===== src/rtl/f_eval_arbiter.sv =====
// ----------------------------------------------------------------------------
// f_eval_arbiter
//
// Shares one combinational evaluation cone (output g217) between four
// requesters. A round-robin arbiter picks a requester. The sequencer then
// drives the cone's row/column bank selects and raises eval_en for SETTLE_CYC
// settle cycles plus one sample cycle. It captures the cone result and returns
// it to the requester through a valid/ready handshake.
//
// Ports:
//   clk         rising-edge clock
//   rst         synchronous, active-high reset
//   req         per-requester level request
//   req_row     2-bit row-bank select per requester, [2i+1:2i]
//   req_col     2-bit column-bank select per requester, [2i+1:2i]
//   gnt         one-hot grant, high for the whole transaction
//   row_sel     registered row-bank select to the cone
//   col_sel     registered column-bank select to the cone
//   eval_en     cone evaluation enable
//   f_result    cone output
//   resp_valid  response valid
//   resp_id     index of the requester being answered
//   resp_data   sampled cone result
//   resp_ready  response accepted
//
// Optional build macro FSEL_STATS_EN adds the eval_count and hit_count outputs.
// These are saturating counters of sample cycles and of sample cycles that
// returned 1.
// ----------------------------------------------------------------------------
module f_eval_arbiter #(
    parameter int NREQ       = 4,   // arbiter logic is written for exactly 4
    parameter int SETTLE_CYC = 2    // legal range 1..15
`ifdef FSEL_STATS_EN
    ,
    parameter int CNT_W      = 16
`endif
) (
    input  logic              clk,
    input  logic              rst,
    input  logic [NREQ-1:0]   req,
    input  logic [2*NREQ-1:0] req_row,
    input  logic [2*NREQ-1:0] req_col,
    output logic [NREQ-1:0]   gnt,
    output logic [1:0]        row_sel,
    output logic [1:0]        col_sel,
    output logic              eval_en,
    input  logic              f_result,
    output logic              resp_valid,
    output logic [1:0]        resp_id,
    output logic              resp_data,
    input  logic              resp_ready
`ifdef FSEL_STATS_EN
    ,
    output logic [CNT_W-1:0]  eval_count,
    output logic [CNT_W-1:0]  hit_count
`endif
);

    typedef enum logic [2:0] {
        IDLE,
        SETUP,
        SETTLE,
        SAMPLE,
        RESP
    } state_t;

    state_t     state;
    logic [1:0] last;        // most recently granted requester
    logic [3:0] settle_cnt;
    logic [1:0] winner;
    logic       found;
    logic [1:0] idx;

    // Round-robin search: the requester after the last winner has top priority.
    // The 2-bit index wraps modulo 4 by itself.
    // NOTE: every variable assigned in always_comb gets a default first.
    // Without the default, a path that leaves it unassigned infers a latch.
    always_comb begin
        winner = '0;
        found  = 1'b0;
        idx    = '0;
        for (int k = 1; k <= 4; k++) begin
            idx = last + 2'(k);
            if (!found && req[idx]) begin
                winner = idx;
                found  = 1'b1;
            end
        end
    end

    // Sequencer. All outputs are registered and change only on the clock edge.
    // NOTE: sequential state uses non-blocking assignments (<=). All registers
    // therefore update together from values sampled before the edge.
    always_ff @(posedge clk) begin
        if (rst) begin
            state      <= IDLE;
            last       <= 2'd3;
            settle_cnt <= '0;
            gnt        <= '0;
            row_sel    <= '0;
            col_sel    <= '0;
            eval_en    <= 1'b0;
            resp_valid <= 1'b0;
            resp_id    <= '0;
            resp_data  <= 1'b0;
        end else begin
            case (state)
                IDLE: begin
                    if (found) begin
                        state   <= SETUP;
                        gnt     <= 4'b0001 << winner;
                        // Operand selects are captured here and nowhere else.
                        row_sel <= req_row[2*winner +: 2];
                        col_sel <= req_col[2*winner +: 2];
                        last    <= winner;
                    end
                end
                SETUP: begin
                    state      <= SETTLE;
                    eval_en    <= 1'b1;
                    settle_cnt <= 4'(SETTLE_CYC - 1);
                end
                SETTLE: begin
                    if (settle_cnt == '0) begin
                        state <= SAMPLE;
                    end else begin
                        settle_cnt <= settle_cnt - 4'd1;
                    end
                end
                SAMPLE: begin
                    state      <= RESP;
                    eval_en    <= 1'b0;
                    resp_data  <= f_result;
                    resp_valid <= 1'b1;
                    resp_id    <= last;
                end
                RESP: begin
                    // The response is held until it is accepted. A dropped
                    // req does not abort the transaction.
                    if (resp_ready) begin
                        state      <= IDLE;
                        gnt        <= '0;
                        resp_valid <= 1'b0;
                    end
                end
                default: state <= IDLE;
            endcase
        end
    end

`ifdef FSEL_STATS_EN
    // Saturating statistics counters. Each SAMPLE cycle counts as one
    // evaluation.
    always_ff @(posedge clk) begin
        if (rst) begin
            eval_count <= '0;
            hit_count  <= '0;
        end else if (state == SAMPLE) begin
            if (eval_count != '1) eval_count <= eval_count + 1'b1;
            if (f_result && (hit_count != '1)) hit_count <= hit_count + 1'b1;
        end
    end
`endif

endmodule


===== config.mk =====
export PLATFORM = sky130hd
export DESIGN_NAME = f_eval_arbiter
export DESIGN_NICKNAME = d
export VERILOG_FILES = /design/src/rtl/f_eval_arbiter.sv
export SDC_FILE = /design/constraint.sdc
export NUM_CORES = 1
export LEC_CHECK = 0
export BUFFER_PORTS_ARGS = -buffer_cell sky130_fd_sc_hd__buf_2
export CORE_MARGIN = 3
export CORE_UTILIZATION = 50
export DETAILED_ROUTE_END_ITERATION = 10
export GPL_TIMING_DRIVEN = 0
export MAX_ROUTING_LAYER = met4
export PLACE_DENSITY = 0.84
export SLEW_MARGIN = 20
export SYNTH_ARGS = -nofsm -noshare
export SYNTH_HDL_FRONTEND = slang
export SYNTH_SLANG_ARGS = --single-unit

===== constraint.sdc =====
create_clock -name clk -period 2.05 [get_ports clk]
set_clock_uncertainty 0.2 [all_clocks]
set_input_delay 0.1025 -clock clk [delete_from_list [all_inputs] [get_ports clk]]
set_output_delay 0.1025 -clock clk [all_outputs]
set_load 0.05 [all_outputs]

==> results by group <==
Timing
  • Worst Setup Slack, final: 0.111 ns
  • TNS Setup: 0 ns
  • Fmax: 516 MHz
  • Fin. Hold Viols: 0
  • Final Hold Slack: 0.0349 ns
  • RSZ-0062 raised after global routing: no
  • Worst rel slew slack: 66.2%
  • Least-Margin Pin Slew: 0.503 ns
  • Final setup vio count: 0
  • Slew Limit Fails: 0
  • Fin crit period: 1.94 ns
  • Crit share post-route: between 90% and 100%

Global route
  • Initial antenna violation count: 0
  • First-pass GRT wire length: between 4000 and 5000 um
  • GRT Util Overall: 23.3%
  • Total gr overflow: 0
  • Vias in the first global route: 1153
  • Largest net degree at the start of global routing: 13

Synthesis
  • Synth top area share: a little under two fifths
  • Sequential area share after synthesis: around 37%
  • Top post-synthesis cells by area: dfxtp_1 37%, a211oi_1 8.3%, mux2i_1 5.1%
  • Synthesized Nets: 160
  • Unique masters post-synth: 41
  • Yosys top cell by area: dfxtp_1
  • Yosys Warn Count: 0
  • Post-synthesis mux area share: 5.08%
  • Largest family of logic cells by synthesized area: compound AO/OA/AOI/OAI gates
  • Post-Synth Adder-Cell Area: under 10%
  • Xor/xnor share of the synthesized area: between 2 and 2.5%
  • Post-Syn Area: 0.00118 mm2
  • Simple-gate portion of the synthesized area: between 20 and 25%
  • Synth Register Bits: 22
  • Synth Area in Compound Gates: 25.0%
  • Mean post-synth cell area: roughly 9 um2
  • Gate Count Post-Synth: 134

Detailed routing
  • Drt first-iter violations: 44
  • Final ANT Viol Nets: 0
  • DR vias: 1202
  • Average routed wire per standard cell: 14.1 um
  • Via/cell ratio: 5.54
  • DRT Pass-1 Iters: 4
  • Final WL: between 3000 and 4000 um
  • DRC Markers: 0

Pwr
  • Int Pwr: 858 uW
  • Power per cell area: 913 mW/mm2
  • VDD IR max: 0.546 mV
  • Clock power frac: 16.1%
  • Sw Pwr: 596 uW
  • Leak: 0.000727 uW
  • Reg power frac: a little under two fifths
  • Sw Ratio: 41.0%
  • Logic pwr share: 46.5%

Setup path
  • Data arrival, critical path: 1.92 ns
  • CP Launch Type: flop
  • CP Class: reg -> reg
  • Crit path required time: 2.03 ns
  • Critical Path Fanout Max: 10
  • Critical path capture point type: flop
  • R2r setup slk: 0.11 ns

Final layout
  • Share of cells above drive strength 1: roughly 30%
  • Final net count: 217
  • Ant diodes: 0
  • Non-Filler Instances: between 200 and 250
  • Layout area overhead: 34.7%
  • Final Core Density: between 70% and 80%
  • Commonest non-fill, non-tap cells in the layout: 38 x buf_2, 22 x dfxtp_1, 14 x nor2_1, 14 x dlygate4sd3_1, 13 x a211oi_1
  • Most common cell after layout, fill and taps aside: buf_2

Clocking
  • CTS sink cnt: 22
  • CTS tree: yes
  • Cts bufs inserted: 3
  • Insertion delay to the later sink of the worst-skew pair: 0.30 ns
  • Reg clk slew, reported paths: about 0.12 ns
  • Clock root cell: clkbuf_4
  • H-tree depth: 1
  • Clk buf depth: 2

Floorplanning
  • IO Count: 37
  • Core area: 0.00210 mm2
  • Die Span Y: 54.6 um
  • Die area: about 0.0030 mm2
  • Initial Utilization: 56.2%
  • Cell Rows: 16
  • Die width: 54.6 um

Worst hold path
  • Tightest Hold Check Type: in -> reg

Placement
  • Detail Placement HPWL: between 2000 and 2500 um
  • Placed Instances: 197
  • Worst Setup Slack post-DPL: 0.102 ns
  • Port Buffers: 36
  • Routability Congestion: 0.770

Job
  • Max Cap Violations: 0

Run status
  • Outcome: finished, final reports clean
layer usage:
metal  routed length (um)  GRT usage (%)  part of all wire [%]
met5                    0              -                     0
met4                   13           7.05                  0.42
met3                  126           3.54                   4.1
met2                 1660           43.3                    54
met1                 1270           25.0                    41
power groups by stage:
stage               Clock [uW]  Sequential (uW)  Combinational (uW)
finish                     234              544                 676
global route               255              551                 728
CTS                        239              542                 662
detailed placement           0              551                 638
global placement             0              547                 620
floorplan                    0              696                 350
per-stage QoR:
stage | area, um2 | total power, uW
floorplan | 1180 | 1050
global placement | 1400 | 1170
global route | 1590 | 1530
detailed placement | 1400 | 1190
finish | 1590 | 1450
CTS | 1570 | 1440
timing repair:
| item | in CTS | in global routing |
|---|---|---|
| setup endpoints to repair | 0 | 4 |
| hold endpoints to repair | 8 | 0 |
| setup buffers | 0 | 2 |
| hold buffers | 14 | 0 |
| gates resized for setup | 0 | 1 |
kinds of logic after synthesis:
kind of cell | count (synthesis)
xor+xnor | 3
simple gates | 47
compound gates | 40
mux | 6
buf+inv | 14
fa+ha+maj | 2
flops | 22
final timing paths:
kind,endpoint,cells past startpoint,from
worst max-delay path,row_sel[1]$_SDFFE_PP0P_,5,state[0]$_SDFFE_PP0P_
worst min-delay path,row_sel[1]$_SDFFE_PP0P_,3,req_row[7]
worst max register to register,row_sel[1]$_SDFFE_PP0P_,5,state[0]$_SDFFE_PP0P_
worst min register to register,resp_id[0]$_SDFFE_PP0P_,2,resp_id[0]$_SDFFE_PP0P_
worst max-delay path, cell delays in order, from the launching register on:
cell and delay, ns:
dfxtp_1 0.33, buf_2 0.19, nor4_4 0.44, nand3_2 0.25
a211oi_1 0.30, a211oi_1 0.09
registers in the layout (all words and copies together) (netlist names):
register,cells
gnt,4
settle_cnt,4
resp_valid,1
col_sel,2
resp_data,1
row_sel,2
eval_en,1
last,2
state,3
resp_id,2
cells in the mapped netlist, drive strengths merged:
| cell | instances |
|---|---|
| nand3b | 1 |
| ha | 2 |
| a21o | 1 |
| o22ai | 1 |
| buf | 5 |
| a2bb2oi | 2 |
| nand2b | 3 |
| or3 | 1 |
| xnor2 | 1 |
| nor3b | 2 |
| a22oi | 2 |
| o21ai | 3 |
| nand3 | 2 |
| o21bai | 4 |
| a211oi | 13 |
| a31oi | 1 |
| or4 | 2 |
| nor4 | 3 |
| nor2 | 14 |
| o21a | 2 |
| inv | 9 |
| nand2 | 8 |
| a211o | 1 |
| a21oi | 10 |
| dfxtp | 22 |
| mux2i | 6 |
| nor3 | 6 |
| nor2b | 5 |
| xor2 | 2 |
cell type report:
class	instances	area [um2]
Buffer	5	32.5
Clock buffer	4	36.3
Fill cell	151	510
Inverter	9	33.8
Multi-Input combinational cell	98	679
Sequential cell	22	440
Tap cell	27	33.8
Timing Repair Buffer	52	335
Note: power is estimated with default switching activity, not from simulation.
